--- src/rtl/hazard_unit_if.sv ---
// rtl/hazard_unit_if.sv - decode-side signals between the controller and hazard_unit
interface hazard_unit_if #(
    parameter int FW = 2
);
    logic          dec_valid;
    logic [4:0]    dec_rs1;
    logic [4:0]    dec_rs2;
    logic          dec_uses_rs1;
    logic          dec_uses_rs2;
    logic [4:0]    dec_rd;
    logic          dec_rf_we;
    logic          dec_is_load;
    logic          redirect;
    logic          stall;
    logic          inst_kill;
    logic [FW-1:0] fwd_a;
    logic [FW-1:0] fwd_b;

    modport master (
        output dec_valid, dec_rs1, dec_rs2, dec_uses_rs1, dec_uses_rs2,
               dec_rd, dec_rf_we, dec_is_load, redirect,
        input  stall, inst_kill, fwd_a, fwd_b
    );

    modport slave (
        input  dec_valid, dec_rs1, dec_rs2, dec_uses_rs1, dec_uses_rs2,
               dec_rd, dec_rf_we, dec_is_load, redirect,
        output stall, inst_kill, fwd_a, fwd_b
    );
endinterface

--- src/rtl/hazard_unit.sv ---
// rtl/hazard_unit.sv - pipeline hazard controller: forwarding selects, load-use stall, branch kill
// Optional HAZARD_PERF_EN adds stall_count/kill_count cycle counters.
module hazard_unit #(
    parameter int DEPTH      = 2,
    parameter int LOAD_STAGE = 2,
    parameter int BR_KILL    = 1,
    parameter int FW         = $clog2(DEPTH + 1)
) (
    input  logic         clk,
    input  logic         reset,
    hazard_unit_if.slave hz
`ifdef HAZARD_PERF_EN
    ,
    output logic [31:0]  stall_count,
    output logic [31:0]  kill_count
`endif
);
    // The writeback entry is never a forwarding source (regfile is write-through),
    // so only stages 1..DEPTH-1 are tracked.
    localparam int NT = DEPTH - 1;

    logic [NT:1]   p_valid;
    logic [NT:1]   p_we;
    logic [NT:1]   p_ld;
    logic [4:0]    p_rd [1:NT];
    logic [2:0]    kill_cnt;
    logic [FW-1:0] sel_a;
    logic [FW-1:0] sel_b;
    logic [FW-1:0] fwd_a_q;
    logic [FW-1:0] fwd_b_q;
    logic          lu_a;
    logic          lu_b;
    logic          kill;
    logic          stall;
    logic          advance;

    // Walk oldest to youngest so the youngest matching producer overwrites.
    always_comb begin
        sel_a = '0;
        sel_b = '0;
        lu_a  = 1'b0;
        lu_b  = 1'b0;
        for (int k = NT; k >= 1; k--) begin
            if (p_valid[k] && p_we[k] && (p_rd[k] != 5'd0)) begin
                if (hz.dec_uses_rs1 && (p_rd[k] == hz.dec_rs1)) begin
                    sel_a = FW'(k + 1);
                    lu_a  = p_ld[k] && ((k + 1) < LOAD_STAGE);
                end
                if (hz.dec_uses_rs2 && (p_rd[k] == hz.dec_rs2)) begin
                    sel_b = FW'(k + 1);
                    lu_b  = p_ld[k] && ((k + 1) < LOAD_STAGE);
                end
            end
        end
    end

    assign kill    = hz.redirect | (kill_cnt != 3'd0);
    assign stall   = hz.dec_valid & (lu_a | lu_b) & ~kill;
    assign advance = hz.dec_valid & ~stall & ~kill;

    assign hz.stall     = stall;
    assign hz.inst_kill = kill;
    assign hz.fwd_a     = fwd_a_q;
    assign hz.fwd_b     = fwd_b_q;

    always_ff @(posedge clk) begin
        if (reset) begin
            p_valid  <= '0;
            kill_cnt <= 3'd0;
            fwd_a_q  <= '0;
            fwd_b_q  <= '0;
        end else begin
            p_valid[1] <= advance;
            for (int k = NT; k >= 2; k--) begin
                p_valid[k] <= p_valid[k-1];
            end
            if (hz.redirect) begin
                kill_cnt <= 3'(BR_KILL);
            end else if (kill_cnt != 3'd0) begin
                kill_cnt <= kill_cnt - 3'd1;
            end
            fwd_a_q <= advance ? sel_a : '0;
            fwd_b_q <= advance ? sel_b : '0;
        end
    end

    // Payload fields are qualified by p_valid, so they need no reset.
    always_ff @(posedge clk) begin
        p_rd[1] <= hz.dec_rd;
        p_we[1] <= hz.dec_rf_we;
        p_ld[1] <= hz.dec_is_load;
        for (int k = NT; k >= 2; k--) begin
            p_rd[k] <= p_rd[k-1];
            p_we[k] <= p_we[k-1];
            p_ld[k] <= p_ld[k-1];
        end
    end

`ifdef HAZARD_PERF_EN
    always_ff @(posedge clk) begin
        if (reset) begin
            stall_count <= 32'd0;
            kill_count  <= 32'd0;
        end else begin
            if (stall) stall_count <= stall_count + 32'd1;
            if (kill)  kill_count  <= kill_count + 32'd1;
        end
    end
`endif
endmodule

--- src/flat_wrapper.sv ---
// flat-port wrapper written by rule: the top's interface ports become plain ports
module hazard_unit_flat 
#(
    parameter int DEPTH      = 2,
    parameter int LOAD_STAGE = 2,
    parameter int BR_KILL    = 1,
    parameter int FW         = $clog2(DEPTH + 1)
)
  (clk, reset, hz_dec_valid, hz_dec_rs1, hz_dec_rs2, hz_dec_uses_rs1, hz_dec_uses_rs2, hz_dec_rd, hz_dec_rf_we, hz_dec_is_load, hz_redirect, hz_stall, hz_inst_kill, hz_fwd_a, hz_fwd_b);
  hazard_unit_if #(.FW(FW)) hz_i ();
  input  logic clk;
  input  logic reset;
  input wire logic [$bits(hz_i.dec_valid)-1:0] hz_dec_valid;
  input wire logic [$bits(hz_i.dec_rs1)-1:0] hz_dec_rs1;
  input wire logic [$bits(hz_i.dec_rs2)-1:0] hz_dec_rs2;
  input wire logic [$bits(hz_i.dec_uses_rs1)-1:0] hz_dec_uses_rs1;
  input wire logic [$bits(hz_i.dec_uses_rs2)-1:0] hz_dec_uses_rs2;
  input wire logic [$bits(hz_i.dec_rd)-1:0] hz_dec_rd;
  input wire logic [$bits(hz_i.dec_rf_we)-1:0] hz_dec_rf_we;
  input wire logic [$bits(hz_i.dec_is_load)-1:0] hz_dec_is_load;
  input wire logic [$bits(hz_i.redirect)-1:0] hz_redirect;
  output wire logic [$bits(hz_i.stall)-1:0] hz_stall;
  output wire logic [$bits(hz_i.inst_kill)-1:0] hz_inst_kill;
  output wire logic [$bits(hz_i.fwd_a)-1:0] hz_fwd_a;
  output wire logic [$bits(hz_i.fwd_b)-1:0] hz_fwd_b;
  assign hz_i.dec_valid = hz_dec_valid;
  assign hz_i.dec_rs1 = hz_dec_rs1;
  assign hz_i.dec_rs2 = hz_dec_rs2;
  assign hz_i.dec_uses_rs1 = hz_dec_uses_rs1;
  assign hz_i.dec_uses_rs2 = hz_dec_uses_rs2;
  assign hz_i.dec_rd = hz_dec_rd;
  assign hz_i.dec_rf_we = hz_dec_rf_we;
  assign hz_i.dec_is_load = hz_dec_is_load;
  assign hz_i.redirect = hz_redirect;
  assign hz_stall = hz_i.stall;
  assign hz_inst_kill = hz_i.inst_kill;
  assign hz_fwd_a = hz_i.fwd_a;
  assign hz_fwd_b = hz_i.fwd_b;
  hazard_unit #(.DEPTH(DEPTH), .LOAD_STAGE(LOAD_STAGE), .BR_KILL(BR_KILL), .FW(FW)) u_core (.clk(clk), .reset(reset), .hz(hz_i));
endmodule
--- config.mk ---
export PLATFORM = sky130hd
export DESIGN_NAME = hazard_unit_flat
export DESIGN_NICKNAME = d
export VERILOG_FILES = /design/src/rtl/hazard_unit_if.sv /design/src/rtl/hazard_unit.sv /design/src/flat_wrapper.sv
export SDC_FILE = /design/constraint.sdc
export NUM_CORES = 1
export LEC_CHECK = 0
export ABC_AREA = 1
export BUFFER_PORTS_ARGS = -buffer_cell sky130_fd_sc_hd__buf_2
export CORE_UTILIZATION = 44
export CTS_CLUSTER_DIAMETER = 80
export DETAILED_ROUTE_END_ITERATION = 10
export HOLD_SLACK_MARGIN = 0.03
export PLACE_DENSITY_LB_ADDON = 0.25
export SYNTH_ARGS = -nofsm -noshare
export SYNTH_HDL_FRONTEND = slang
export SYNTH_SLANG_ARGS = --single-unit
--- constraint.sdc ---
create_clock -name clk -period 1.3 [get_ports clk]
set_clock_uncertainty 0.1 [all_clocks]
set_input_delay 0.13 -clock clk [delete_from_list [all_inputs] [get_ports clk]]
set_output_delay 0.13 -clock clk [all_outputs]
set_load 0.005 [all_outputs]
After elaboration in Yosys (flattened, before gate mapping)
Memory sizes are Yosys's and may differ from the RTL's.
Cells that the tools add are included.
{"block": "classes", "addsub": 1, "mul": 0, "div_mod_pow": 0, "n_lt_le_gt_ge": 0, "n_eq_ne": 2, "shift": 0, "mux": 4, "bitwise": 5, "n_reduce_logical": 9}
{"cell": "equality test 5 bit", "n": 2}
{"cell": "nonzero test 5 bit", "n": 1}
{"cell": "logical AND 1 bit", "n": 4}
{"cell": "two-way mux 2 bit", "n": 2}
{"cell": "inverter 1 bit", "n": 3}
{"cell": "nonzero test 3 bit", "n": 1}
{"cell": "OR reduction 3 bit", "n": 1}
{"cell": "subtractor 3 x 1 -> 3 bit (second input constant)", "n": 1}
{"cell": "two-way mux 1 bit", "n": 2}
{"cell": "nonzero test 2 bit", "n": 1}
{"cell": "OR reduction 2 bit", "n": 1}
{"cell": "AND 1 bit", "n": 1}
{"cell": "OR 1 bit", "n": 1}
{"block": "word_totals", "regBits": 9, "latchBits": 0, "mem_bits_rw": 5, "romBits": 0, "memories": 1}
{"name": "u_core.p_rd", "depth": 1, "width": 5, "read_ports": 1, "rd_ports_with_merged_regs": 0, "wr": 1, "line_no": "hazard_unit.sv:25", "rtl": "logic [4:0] p_rd [1:NT];"}

Depth between registers and ports, before layout
{"block": "depth", "depth_word": 6, "mapped_depth": 6, "ltp_nobuf": 6}

Least setup slack after synthesis
OpenSTA, ideal clock, no wires.
{"block": "synth_path", "path_type": "register to output", "start": "reg u_core.kill_cnt[0]", "end": "out hz_inst_kill", "arrival_time_ps": 908, "required_time_ps": 1070, "slack_ps": 162, "stages_incl_launch_ff": 5, "n_path_buf": 0, "cell_sequence": "dfxtp_1 -> inv_1 -> ha_1 -> nand2_1 -> or2_1"}
{"block": "synth_between", "elab_chain_len": 2}
{"item": "start: declaration", "line_no": "hazard_unit.sv:26", "rtl": "logic [2:0] kill_cnt;"}
{"item": "start signal: assignment", "line_no": "hazard_unit.sv:78", "rtl": "kill_cnt <= 3'(BR_KILL);"}
{"item": "start signal: assignment", "line_no": "hazard_unit.sv:80", "rtl": "kill_cnt <= kill_cnt - 3'd1;"}
{"item": "nonzero test 3 bit", "line_no": "hazard_unit.sv:57", "rtl": "assign kill = hz.redirect | (kill_cnt != 3'd0);"}
{"item": "OR 1 bit", "line_no": "hazard_unit.sv:57"}
{"item": "end: declaration", "line_no": "flat_wrapper.sv:23", "rtl": "output wire logic [$bits(hz_i.inst_kill)-1:0] hz_inst_kill;"}
No other way between the ends.

Worst setup path in the final report
Ends and elaborated chain as after synthesis.

==> flow_summary.yaml <==
hold_path:
  min_path_type: "primary input to register"
synthesis:
  synth_cell_types: 18
  synth_most_common_cell: "nand2_1"
  synth_async_sr_flop_share: 0
  synth_top_area_frac: 0.386
  synth_cells: 92
  synth_top_flop_cell: "dfxtp_1"
  yosysWarnings: 0
  syn_area_um2: 622
  ys_top_cells_by_area: "dfxtp_1, nand2_1, inv_1, nor2_1, ha_1"
  synth.top_cells.by_count: "nand2_1, inv_1, nor2_1"
  yosys.area.top_type: "dfxtp_1"
  ys_seq_elements: 12
  synth-edff-count: 0
  ys_seq_area_frac: 0.386
  synth_area_per_cell_um2: 6.76
pwr:
  p_per_area_nw_per_um2: 928
  p_leak_nw: 0.528
  vdd_drop_max_mv: 0.584
routing:
  drc: 0
  post_drt_wl_per_cell_um: 10.4
  met2_length_um: 802
  wl_met1_um: 602
  met3_wirelength_um: 81
  wl_um: 1550
  firstDrtPassIters: 4
  viasPerCell: 4.54
  vias: 676
  drt-initial-drc-count: 9
  routed.top_layer: "met4"
  ant_nets: 0
critical_path:
  critPathSlowestCell: "dfxtp_2"
  startpoint_type: "register"
  critPathCaptureType: "primary output"
  required_ps: 1070
  crit_type: "register to primary output"
  slowest_delay_ps: 330
  crit_chain: "inv_2, ha_4, nand2_4, or2_1, buf_2"
  cp.arrival_ps: 1210
  worstPathMaxFanout: 2
cells_and_area:
  areaGrowthSynthToFinish_pct: 51.9
  finalInstanceArea_um2: 945
  fin_nets: 161
  layout-drive-gt1-share: 0.343
  diodes: 0
  fill_cells: 108
floorplan:
  initial_core_util: 0.478
  die_w_um: 39.6
  die_height_um: 39.6
  core_um2: 1300
  rows: 13
  die_area_um2: 1570
  num_io_pins: 29
global_route:
  grt_max_degree: 7
  first_global_vias: 566
  globalRouteOverflowTotal: 0
  antenna_found_initial: 0
  track_usage: 0.224
  grt_pass1_wl_um: 2150
timing:
  period_share: 1.11
  final-setup-viol-count: 1
  hold_viol_final: 0
  fin_setup_tns_ps: -142
  setup_ws_ps: -142
  max_clock_freq_mhz: 694
  rsz0062_at_grt: "true"
  drv_slew: 0
  min_period_ps: 1440
cts:
  clockBufferDepth: 2
  h-tree-depth: 1
  cts_sinks: 12
  path_clk_slew_ps: 80
  cts_tree: "done"
  clock_latency_ps: 280
  cts_root_buf: "clkbuf_4"
  numCtsBuffers: 3
flow_run:
  maxCapViolCount: 0
placed_design:
  place_congestion: 0.666
  io_buffers: 24
  hpwl_um: 903
  place_area_um2: 753
outcome:
  status: "finished with violations"
  violations: "negative setup slack"
-- cells in the final DEF, fill, tap and decap left out, types with 2 or more instances in the layout --
master	netlist	routed
inv_2	1	3
nand2_1	31	30
buf_2	0	24
a21oi_1	2	2
conb_1	1	3
clkbuf_4	0	3
nand3_1	3	3
dlygate4sd3_1	0	9
inv_1	16	14
dfxtp_1	12	10
dfxtp_2	0	2
nor2_1	13	12
buf_4	3	7
-- power by group --
group,total [W],internal (W),switching (W)
registers,0.000402,0.000388,0.0000138
clock network,0.000240,0.000108,0.000132
logic,0.000235,0.000127,0.000108
-- what timing repair did --
action | 4_1_cts | 5_1_grt
endpoints found under the setup margin | 1 | 2
cloned | 0 | 0
hold endpoints to repair | 8 | 0
resized for setup | 7 | 3
hold buffers | 9 | 0
setup buffers | 4 | 2
pin swaps | 2 | 4
-- worst max-delay path, delay by kind of cell, from the launching register on --
family | cells | cell delay (ps)
flip-flops | 1 | 330
AND/OR/NAND/NOR | 2 | 250
buffers and inverters | 2 | 190
adder cells (fa/ha/maj) | 1 | 150
-- final timing paths --
| check | from | endpoint | slack, ps | cells past startpoint |
|---|---|---|---|---|
| max | u_core.kill_cnt[0] | hz_inst_kill | -140 | 5 |
| min | hz_redirect | u_core.p_valid | 80 | 3 |
| max reg2reg | u_core.kill_cnt[0] | u_core.hz.fwd_b[1] | 50 | 8 |
| min reg2reg | u_core.p_we | u_core.hz.fwd_a[1] | 460 | 3 |
-- registers in the layout (all words and copies together) (netlist names) --
| signal | count |
|---|---|
| u_core.p_rd | 5 |
| u_core.hz.fwd_a | 1 |
| u_core.kill_cnt | 3 |
| u_core.p_valid | 1 |
| u_core.p_we | 1 |
| u_core.hz.fwd_b | 1 |
-- cell type report --
cell class                      count  area [um^2]  area share
Sequential cell                    12          243       0.257
Timing Repair Buffer               40          263       0.278
Clock buffer                        3         22.5      0.0238
Multi-Input combinational cell     62          334       0.354
Tap cell                           15         18.8      0.0199
Inverter                           17         63.8      0.0675
-- logic make-up (layout without fill, tap and decap cells) --
group                      count (synthesis)  after routing  synth area share
and+or+nand+nor                           53             53             0.386
buffers and inverters                     20             60             0.139
DFF                                       12             12             0.386
AOI/OAI and AO/OA                          3              3            0.0282
adders and majority gates                  2              2            0.0402
other                                      1              3           0.00603
xor gates and xnor gates                   1              1            0.0141
-- routing by layer --
metal	global-route usage	vias up
met1	0.220	292
met4	0.155	0
li1	-	351
met2	0.406	27
met3	0.0511	6
met5	0	-
-- per-stage QoR --
step | utilization | power (W) | cells | setup slack [ps] | hold WS (ps)
global placement | 0.579 | 0.000557 | 131 | 71.9 | 132
finish | 0.726 | 0.000876 | 149 | -142 | 75.9
global route | 0.726 | 0.000921 | 149 | -179 | 72.9
detailed placement | 0.579 | 0.000563 | 131 | 54.1 | 134
floorplan | - | 0.000509 | 94 | 162 | 57.7
CTS | 0.705 | 0.000850 | 147 | -110 | 47.2
Note: power is estimated with default switching activity, not from simulation.
